`config.mk`:
```
export PLATFORM = sky130hd
export DESIGN_NAME = ieee754_fpu_arbiter
export DESIGN_NICKNAME = d
export VERILOG_FILES = /design/src/rtl/ieee754_fpu_arbiter.sv
export SDC_FILE = /design/constraint.sdc
export NUM_CORES = 1
export LEC_CHECK = 0
export ABC_AREA = 1
export CORE_AREA = 2 2 166 168
export CTS_CLUSTER_SIZE = 14
export DETAILED_ROUTE_END_ITERATION = 10
export DIE_AREA = 0 0 168 170
export PLACE_DENSITY_LB_ADDON = 0.12
export SLEW_MARGIN = 20
export SYNTH_ARGS = -nofsm -noshare
export SYNTH_HDL_FRONTEND = slang
export SYNTH_SLANG_ARGS = --single-unit
```
`constraint.sdc`:
```
create_clock -name clk_i -period 5.1 [get_ports clk_i]
set_clock_uncertainty 0.05 [all_clocks]
set_input_delay 1.02 -clock clk_i [delete_from_list [all_inputs] [get_ports clk_i]]
set_output_delay 1.02 -clock clk_i [all_outputs]
set_load 0.02 [all_outputs]
```
`src/rtl/ieee754_fpu_arbiter.sv`:
```
// ieee754_fpu_arbiter: round-robin arbiter/sequencer sharing one multi-cycle FP core among N_REQ requesters
//
// Ports:
//   clk_i, rst_ni            clock (rising edge), asynchronous active-low reset
//   req_valid_i/req_ready_o  per-requester operation handshake (ready is one-hot or zero, IDLE only)
//   req_op_i/req_a_i/req_b_i packed per-requester opcode and operands
//   fpu_start_o              one-cycle issue pulse to the core
//   fpu_op_o/fpu_a_o/fpu_b_o registered operation, stable until done/timeout
//   fpu_done_i/fpu_result_i/fpu_flags_i  core completion, result and flags
//   rsp_valid_o/rsp_ready_i  one-hot response handshake to the granted requester
//   rsp_result_o/rsp_flags_o/rsp_timeout_o  held response payload
module ieee754_fpu_arbiter #(
    parameter int N_REQ   = 4,
    parameter int OP_W    = 2,
    parameter int TIMEOUT = 64
) (
    input  logic                  clk_i,
    input  logic                  rst_ni,
    input  logic [N_REQ-1:0]      req_valid_i,
    output logic [N_REQ-1:0]      req_ready_o,
    input  logic [N_REQ*OP_W-1:0] req_op_i,
    input  logic [N_REQ*32-1:0]   req_a_i,
    input  logic [N_REQ*32-1:0]   req_b_i,
    output logic                  fpu_start_o,
    output logic [OP_W-1:0]       fpu_op_o,
    output logic [31:0]           fpu_a_o,
    output logic [31:0]           fpu_b_o,
    input  logic                  fpu_done_i,
    input  logic [31:0]           fpu_result_i,
    input  logic [4:0]            fpu_flags_i,
    output logic [N_REQ-1:0]      rsp_valid_o,
    input  logic [N_REQ-1:0]      rsp_ready_i,
    output logic [31:0]           rsp_result_o,
    output logic [4:0]            rsp_flags_o,
    output logic                  rsp_timeout_o
);
    localparam int PW = $clog2(N_REQ);
    localparam int CW = $clog2(TIMEOUT);
    localparam logic [1:0] IDLE  = 2'd0;
    localparam logic [1:0] ISSUE = 2'd1;
    localparam logic [1:0] WAIT  = 2'd2;
    localparam logic [1:0] RESP  = 2'd3;

    logic [1:0]      state_q;
    logic [PW-1:0]   ptr_q, grant_q, win, cand;
    logic [CW-1:0]   cnt_q;
    logic            found;
    logic [OP_W-1:0] sel_op;
    logic [31:0]     sel_a, sel_b;

    // First valid requester scanning ptr, ptr+1, ... modulo N_REQ
    always_comb begin
        found = 1'b0;
        win   = '0;
        cand  = '0;
        for (int k = 0; k < N_REQ; k++) begin
            cand = PW'((int'(ptr_q) + k) % N_REQ);
            if (!found && req_valid_i[cand]) begin
                found = 1'b1;
                win   = cand;
            end
        end
    end

    always_comb begin
        sel_op = '0;
        sel_a  = '0;
        sel_b  = '0;
        for (int i = 0; i < N_REQ; i++) begin
            if (win == PW'(i)) begin
                sel_op = req_op_i[i*OP_W +: OP_W];
                sel_a  = req_a_i[i*32 +: 32];
                sel_b  = req_b_i[i*32 +: 32];
            end
        end
    end

    assign req_ready_o = (state_q == IDLE && found) ? (N_REQ'(1) << win) : '0;
    assign rsp_valid_o = (state_q == RESP) ? (N_REQ'(1) << grant_q) : '0;
    assign fpu_start_o = state_q == ISSUE;

    always_ff @(posedge clk_i or negedge rst_ni) begin
        if (!rst_ni) begin
            state_q       <= IDLE;
            ptr_q         <= '0;
            grant_q       <= '0;
            cnt_q         <= '0;
            fpu_op_o      <= '0;
            fpu_a_o       <= '0;
            fpu_b_o       <= '0;
            rsp_result_o  <= '0;
            rsp_flags_o   <= '0;
            rsp_timeout_o <= 1'b0;
        end else begin
            case (state_q)
                IDLE: if (found) begin
                    grant_q  <= win;
                    fpu_op_o <= sel_op;
                    fpu_a_o  <= sel_a;
                    fpu_b_o  <= sel_b;
                    state_q  <= ISSUE;
                end
                ISSUE: begin
                    cnt_q   <= '0;
                    state_q <= WAIT;
                end
                // A done landing on the terminal count still returns the core result
                WAIT: if (fpu_done_i) begin
                    rsp_result_o  <= fpu_result_i;
                    rsp_flags_o   <= fpu_flags_i;
                    rsp_timeout_o <= 1'b0;
                    state_q       <= RESP;
                end else if (cnt_q == CW'(TIMEOUT - 1)) begin
                    rsp_result_o  <= 32'h7FC0_0000;
                    rsp_flags_o   <= 5'b10000;
                    rsp_timeout_o <= 1'b1;
                    state_q       <= RESP;
                end else begin
                    cnt_q <= cnt_q + CW'(1);
                end
                default: if (rsp_ready_i[grant_q]) begin
                    ptr_q   <= (grant_q == PW'(N_REQ - 1)) ? '0 : grant_q + PW'(1);
                    state_q <= IDLE;
                end
            endcase
        end
    end
endmodule

```
==> flow_summary.rst, run 1 <==
.. list-table::
   :header-rows: 1

   * - Metric
     - Value
   * - Run status
     - completed
   * - Minimum setup slack in the final design
     - 765 ps
   * - Chip width
     - 168 um
   * - RSZ-0062 raised after global routing
     - false
   * - Pin count of the biggest net entering global routing
     - 82
   * - Syn Std Cell Area
     - 7300 um2
   * - Type of element capturing the critical path
     - output port
   * - Critical hold path startpoint
     - fpu_b_o[11]
   * - Switching part of the total power
     - 50.4%
   * - Launching element type of the critical path
     - input port
   * - Total overflow reported by the global router
     - 0
   * - Count of different cell masters after synthesis
     - 33
   * - Core outline area
     - 26700 um2
   * - Instance count of the mapped netlist
     - 1070
   * - Overall Global Routing Usage
     - 20.9%
   * - Via count of the first global-routing pass
     - 8187
   * - Worst Reg2Reg Path Length in Cells
     - 15
   * - Number of DRC markers after the initial detailed-route iteration
     - 356
   * - Seq pwr share
     - 19.1%
   * - Endpoint of the lowest-slack register-to-register path
     - fpu_op_o[1]
   * - Highest cell delay on the worst timing path
     - 620 ps
   * - Signed area change from the synthesized netlist to the final layout
     - 69.2%
   * - Die Footprint
     - 28600 um2
   * - Max VDD drop
     - 0.000405 V
   * - Combinational Power Share
     - 66.4%
   * - Setup slack on the worst flop-to-flop path
     - 1700 ps
   * - Classification of the worst-slack hold path
     - flip-flop to flip-flop
   * - Number of remaining DRC errors
     - 0
   * - CTS root buffer
     - sky130_fd_sc_hd__clkbuf_16
   * - Global-route wire length before repair
     - 46.1 mm
   * - Sequential fraction of the synthesis area
     - 39.7%
   * - Internal
     - 4.31 mW
   * - Drt via density
     - 4.52
   * - Net Count, Synth
     - 1392
   * - Switching Power
     - 4.38 mW
   * - CP arrival
     - 3270 ps
   * - Setup_tns
     - 0 ps
   * - Port Buf Inserts
     - 424
   * - Seq cells post-synth
     - 116
   * - Max Slew Vio Count
     - 0
   * - Count of hold buffers inserted by post-cts repair
     - 0
   * - Pre-CTS setup slack
     - 753 ps
   * - Clock tree from TritonCTS
     - done
   * - Final net count
     - 1791
   * - Max Fanout on Critical Path
     - 16
   * - Post-Syn Area per Cell
     - 6.83 um2
   * - Worst-Margin Slew
     - 994 ps
   * - Total of cells resized after clock tree synthesis
     - 0
   * - TritonCTS Buffers
     - 17
   * - CTS sink cnt
     - 116
   * - Maxcap violations
     - 0
   * - Deepest level of the CTS H-tree
     - 4
   * - Hold Fails Final Rpt
     - 0
   * - Insertion delay of the later-clocked pin in the worst-skew pair
     - 410 ps
   * - I/O pin total
     - 425
   * - Worst-path cell chain
     - clkdlybuf4s50_1, inv_1, nand2_2, nand3_1, nand2_2, nor2_2, nand3_1, nand3_4, nand2_1, nor2_1, clkdlybuf4s50_1
   * - Number of rows in the core area
     - 60
   * - PwrDens
     - 703 nW/um2
   * - Final worst path period need
     - 4340 ps
   * - F_max
     - 231 MHz
   * - Count of antenna-violating nets left after detailed routing
     - 0
   * - Overall routed net length
     - 30.2 mm
   * - Final period utilization
     - 85.0%
   * - Clock power frac
     - 14.5%
   * - Routed length per placed instance
     - 16.6 um
   * - Post-CTS Setup Repair Bufs
     - 0
   * - Min-Delay Path Depth
     - 2
   * - Leakage power figure
     - 5.88 nW
   * - Clock-pin slew on the worst setup and hold paths
     - 60 ps
   * - Endpoint, Worst Hold
     - fpu_b_o[11]
   * - Number of vias after detailed routing
     - 8245
   * - Startpoint of the lowest-slack register-to-register path
     - ptr_q[0]
   * - Kind of critical path
     - input port to output port
   * - DIE HEIGHT
     - 170 um
   * - Critical path's slowest cell
     - sky130_fd_sc_hd__clkdlybuf4s50_1
   * - Max transition margin
     - 33.8%
   * - Buffer and inverter count on the worst path
     - 3
   * - Maximum number of buffers from clock root to sink
     - 2
   * - Effective utilization at floorplan
     - 27.4%
   * - WP data required
     - 4030 ps
   * - Final core utilization
     - 46.4%
   * - Antenna violations before repair
     - 3
   * - Number of stages on the worst setup path
     - 11
   * - Ys Warns
     - 0
   * - Half-perimeter wire length after detailed placement
     - 22.6 mm
   * - Weighted congestion at the end of routability-driven global placement
     - 0.852
   * - Layout cells sized above 1
     - 4.86%
   * - Setup violation total in the final timing report
     - 0
   * - Largest delay share family, worst path
     - buffers and inverters
   * - Number of detailed-routing iterations run before antenna repair
     - 5
## power groups by stage
stage	Sequential [mW]	Combinational (mW)	Clock, mW
4_1_cts	1.66	5.86	1.30
2_1_floorplan	2.11	3.37	0
3_3_place_gp	1.65	5.81	0
6_report	1.66	5.77	1.26
5_1_grt	1.72	6.49	1.34
3_5_place_dp	1.67	5.84	0
## worst min-delay path, stage by stage (launching register included)
cell,delay [ps]
sky130_fd_sc_hd__dfrtp_1,340
sky130_fd_sc_hd__nand2_1,50
sky130_fd_sc_hd__nand2_1,50
## how the worst max path moves through the flow
stage | from | endpoint | slack, ps
final | req_valid_i[1] | req_ready_o[2] | 760
after global placement | req_valid_i[3] | req_ready_o[1] | 780
after CTS | req_valid_i[1] | req_ready_o[2] | 750
after global routing | req_valid_i[3] | req_ready_o[2] | 570
after floorplan | req_valid_i[1] | req_ready_o[1] | 1500
after detailed placement | req_valid_i[1] | req_ready_o[2] | 750
## kinds of logic after synthesis
group	after synthesis	share of synthesized area, %
adder cells (fa/ha/maj)	10	1.71
AO/OA/AOI/OAI	89	8.67
buffers and inverters	168	10.5
flip-flops	116	39.7
AND/OR/NAND/NOR	687	39.3
## registers in the layout, summed over array words and instances, names as in the netlist
name and count:
ptr_q 2, rsp_result_o 32, fpu_a_o 32, fpu_op_o 2, rsp_flags_o 5, cnt_q 6
state_q 2, fpu_b_o 32, grant_q 2, rsp_timeout_o 1
## routing by layer
| layer | vias to the layer above | wire length (um) | share of wire (%) | track usage (%) |
|---|---|---|---|---|
| met3 | 36 | 2150 | 7.1 | 5.33 |
| met4 | 0 | 701 | 2.3 | 6.92 |
| met2 | 295 | 15400 | 51 | 37.9 |
| li1 | 4153 | - | - | - |
| met5 | - | 0 | 0 | 0 |
| met1 | 3761 | 12000 | 40 | 24.0 |
## stage by stage
step / instance area (um2) / instances / hold slack (ps) / power (mW)
after floorplan: 7300 / 1070 / 424 / 5.48
after global placement: 11700 / 1791 / 411 / 7.46
after detailed placement: 11700 / 1791 / 414 / 7.51
after CTS: 12400 / 1823 / 432 / 8.82
after global routing: 12400 / 1825 / 455 / 9.55
final: 12400 / 1825 / 428 / 8.69
## cell usage after synthesis, drive strengths merged
cell type	count	area (um2)
a32o	1	10.0
inv	111	417
nand3	130	663
a21boi	15	113
nand2	362	1400
or2	2	12.5
nor2	186	754
buf	50	327
clkinv	1	3.75
ha	10	125
dfrtp	116	2900
a22o	27	236
nor3	4	20.0
clkbuf	6	22.5
or3b	1	8.76
a21oi	10	50.1
a2bb2oi	1	8.76
o211ai	1	7.51
o21ai	24	120
o22a	10	87.6
nand4	2	18.8
## cell type report
cell class                      count  area, um2
Fill cell                        2693      14300
Tap cell                          341        427
Sequential cell                   116       2900
Multi-Input combinational cell    786       3630
Clock buffer                       17        425
Antenna cell                        2       5.00
Inverter                          112        420
Clock inverter                     15        188
Timing Repair Buffer              436       4360
## cells in the final DEF (no fill, tap or decap), drive strengths merged, types with 13 or more instances in the layout
cell type and n:
a21boi 15, a22o 27, buf 13, clkbuf 17, clkdlybuf4s50 423, dfrtp 116
inv 120, nand2 362, nand3 130, nor2 186, o21ai 24
Note: power is estimated with default switching activity, not from simulation.
==> run 2: changes to the inputs <==
--- a/config.mk
+++ b/config.mk
@@ -6,10 +6,10 @@
 export NUM_CORES = 1
 export LEC_CHECK = 0
 export ABC_AREA = 1
-export CORE_AREA = 2 2 166 168
+export CORE_AREA = 2 2 167 169
 export CTS_CLUSTER_SIZE = 14
 export DETAILED_ROUTE_END_ITERATION = 10
-export DIE_AREA = 0 0 168 170
+export DIE_AREA = 0 0 169 171
 export PLACE_DENSITY_LB_ADDON = 0.12
 export SLEW_MARGIN = 20
 export SYNTH_ARGS = -nofsm -noshare
==> constraint.sdc (replaced) <==
create_clock -name clk_i -period 4.2 [get_ports clk_i]
set_clock_uncertainty 0.05 [all_clocks]
set_input_delay 0.84 -clock clk_i [delete_from_list [all_inputs] [get_ports clk_i]]
set_output_delay 0.84 -clock clk_i [all_outputs]
set_load 0.02 [all_outputs]
==> run 2 against run 1 <==
Compared with the run above:
- design area shrank 0.36%
- setup slack lost 560 ps
- via count shrank 1.6%
- largest power group unchanged
- sequential power grew 20%
- hold slack lost 27 ps
==> flow_summary.rst, run 2 (synthesized netlist as in run 1, its figures left out) <==
.. list-table::
   :header-rows: 1

   * - Metric
     - Value
   * - RSZ-0062 raised after global routing
     - false
   * - Max VDD drop
     - 0.000618 V (+53%)
   * - Deepest level of the CTS H-tree
     - 4 (unchanged)
   * - Endpoint of the lowest-slack register-to-register path
     - fpu_a_o[13]
   * - Most frequent standard cell in the layout excluding fill and tap cells
     - sky130_fd_sc_hd__clkdlybuf4s50_1
   * - Maxcap violations
     - 0 (unchanged)
   * - Type of element capturing the critical path
     - output port
   * - CTS root buffer
     - sky130_fd_sc_hd__clkbuf_16
   * - Startpoint of the lowest-slack register-to-register path
     - ptr_q[0]
   * - Effective utilization at floorplan
     - 26.7% (-0.68 points)
   * - Pin count of the biggest net entering global routing
     - 78 (-4.9%)
   * - Hold Fails Final Rpt
     - 0 (unchanged)
   * - Final net count
     - 1790 (-0.056%)
   * - DIE HEIGHT
     - 171 um (+0.59%)
   * - Half-perimeter wire length after detailed placement
     - 21.9 mm (-3.4%)
   * - Largest regs
     - fpu_a_o x32, fpu_b_o x32, rsp_result_o x32
   * - Number of remaining DRC errors
     - 0 (unchanged)
   * - Count of hold buffers inserted by post-cts repair
     - 0 (unchanged)
   * - PwrDens
     - 843 nW/um2 (+20%)
   * - Setup violation total in the final timing report
     - 0 (unchanged)
   * - Fin area
     - 12300 um2 (-0.36%)
   * - Overall Global Routing Usage
     - 20.0% (-0.86 points)
   * - Setup slack on the worst flop-to-flop path
     - 1050 ps (-650 ps)
   * - Number of DRC markers after the initial detailed-route iteration
     - 400 (+12%)
   * - Weighted congestion at the end of routability-driven global placement
     - 0.891 (+4.6%)
   * - Final core utilization
     - 45.1% (-1.3 points)
   * - WP data required
     - 3310 ps (-720 ps)
   * - I/O pin total
     - 425 (unchanged)
   * - Chip width
     - 169 um (+0.60%)
   * - Count of antenna-violating nets left after detailed routing
     - 0 (unchanged)
   * - Launching element type of the critical path
     - input port
   * - Classification of the worst-slack hold path
     - input port to asynchronous set/reset pin
   * - Clock-pin slew on the worst setup and hold paths
     - 60 ps (about the same)
   * - Maximum number of buffers from clock root to sink
     - 2 (unchanged)
   * - Leakage power figure
     - 5.85 nW (-0.46%)
   * - Worst hold slack
     - 402 ps (-26.9 ps)
   * - Final period utilization
     - 95.0%
   * - Max Fanout on Critical Path
     - 13 (-3)
   * - Overall power
     - 10.4 mW (+19%)
   * - Antenna violations before repair
     - 0 (-3)
   * - Global-route wire length before repair
     - 44.5 mm (-3.3%)
   * - Total overflow reported by the global router
     - 0 (unchanged)
   * - Number of vias after detailed routing
     - 8115 (-1.6%)
   * - Run status
     - completed
   * - Signed area change from the synthesized netlist to the final layout
     - 68.6%
   * - Commonest cells after routing, fill and taps aside
     - sky130_fd_sc_hd__clkdlybuf4s50_1, sky130_fd_sc_hd__nand2_1, sky130_fd_sc_hd__nor2_1
   * - Number of detailed-routing iterations run before antenna repair
     - 4 (-1)
   * - Instance area at placement
     - 11700 um2 (-0.12%)
   * - Kind of critical path
     - input port to output port
   * - Die Footprint
     - 28900 um2 (+1.2%)
   * - Post-CTS Setup Repair Bufs
     - 0 (unchanged)
   * - Diode insertion count for antenna repair
     - 0 (-2)
   * - Clock tree from TritonCTS
     - done
   * - Overall routed net length
     - 29.8 mm (-1.5%)
   * - Drt via density
     - 4.44 (-1.7%)
   * - Port Buf Inserts
     - 424 (unchanged)
   * - Number of rows in the core area
     - 61 (+1.7%)
   * - Max Slew Vio Count
     - 0 (unchanged)
   * - Max transition margin
     - 39.7% (+6.0 points)
   * - F_max
     - 250 MHz
   * - Worst-Margin Slew
     - 904 ps (-89.3 ps)
   * - CTS sink cnt
     - 116 (unchanged)
   * - CP arrival
     - 3100 ps (-170 ps)
   * - Setup_tns
     - 0 ps (unchanged)
   * - Core outline area
     - 27300 um2 (+2.5%)
   * - Routed length per placed instance
     - 16.3 um (-1.6%)
   * - TritonCTS Buffers
     - 17 (unchanged)
   * - Total of cells resized after clock tree synthesis
     - 0 (unchanged)
   * - Insertion delay of the later-clocked pin in the worst-skew pair
     - 410 ps (about the same)
   * - Layout cells sized above 1
     - 4.79% (-0.064 points)
   * - Worst Reg2Reg Path Length in Cells
     - 15 (unchanged)
   * - Final worst path period need
     - 3990 ps
   * - Via count of the first global-routing pass
     - 8012 (-2.1%)
run 2: cell types whose count changed in the layout (fill, tap and decap cells not counted), sizes merged:
cell / previous run / this run
clkinvlp: 1 / 3
diode: 2 / 0
buf: 13 / 12
bufinv: 2 / 1
clkinv: 4 / 3
run 2: per-stage QoR:
stage / cells / setup WS, ps
finish: 1827 / 208
global route: 1827 / 74.0
CTS: 1827 / 249
detailed placement: 1795 / 265
global placement: 1795 / 331
floorplan: 1070 / 960
run 2: layout make-up:
type,count,area [um2]
clock buffer,17,425
clock inverter,15,161
fill,2844,15000
inverter,112,420
multi-input combinational,786,3630
sequential,116,2900
tap,346,433
timing repair buffer,435,4340
run 2: critical path, stage by stage:
cell and delay [ps]:
sky130_fd_sc_hd__clkdlybuf4s50_1 480, sky130_fd_sc_hd__inv_1 60, sky130_fd_sc_hd__nand2_1 60, sky130_fd_sc_hd__nand2_1 80
sky130_fd_sc_hd__nand2_1 90, sky130_fd_sc_hd__nand2_2 90, sky130_fd_sc_hd__a21oi_1 160, sky130_fd_sc_hd__nand2_1 110
sky130_fd_sc_hd__nand2_4 190, sky130_fd_sc_hd__nand2_1 170, sky130_fd_sc_hd__nor2_1 130, sky130_fd_sc_hd__clkdlybuf4s50_1 620
run 2: worst max path at each step:
stage | start | to | slack [ps] | cells past startpoint
6_report | req_valid_i[1] | req_ready_o[2] | 210 | 12
5_1_grt | req_valid_i[1] | req_ready_o[2] | 70 | 12
4_1_cts | req_valid_i[1] | req_ready_o[2] | 250 | 12
3_5_place_dp | req_valid_i[1] | req_ready_o[2] | 270 | 12
3_3_place_gp | req_valid_i[1] | req_ready_o[2] | 330 | 12
2_1_floorplan | req_valid_i[1] | req_ready_o[1] | 960 | 11
run 2: layer usage:
metal	GRT usage, %	part of all wire (%)
met4	5.80	1.7
met5	0	0
met1	23.3	41
met2	35.4	49
met3	6.38	8.2
run 2: report_power, final:
part / leakage (nW) / switching [mW] / internal, mW
clock: 0.279 / 0.627 / 0.842
sequential: 1.40 / 0.322 / 1.68
combinational: 4.17 / 4.31 / 2.60
total: 5.85 / 5.26 / 5.12
==> run 3: changes to the inputs <==
--- a/config.mk
+++ b/config.mk
@@ -6,6 +6,7 @@
 export NUM_CORES = 1
 export LEC_CHECK = 0
 export ABC_AREA = 1
+export ABC_CLOCK_PERIOD_IN_PS = 4200
 export CORE_AREA = 2 2 167 169
 export CTS_CLUSTER_SIZE = 14
 export DETAILED_ROUTE_END_ITERATION = 10
==> results of run 3 <==
The final DEF is identical to that of run 2; final timing and power are the same.
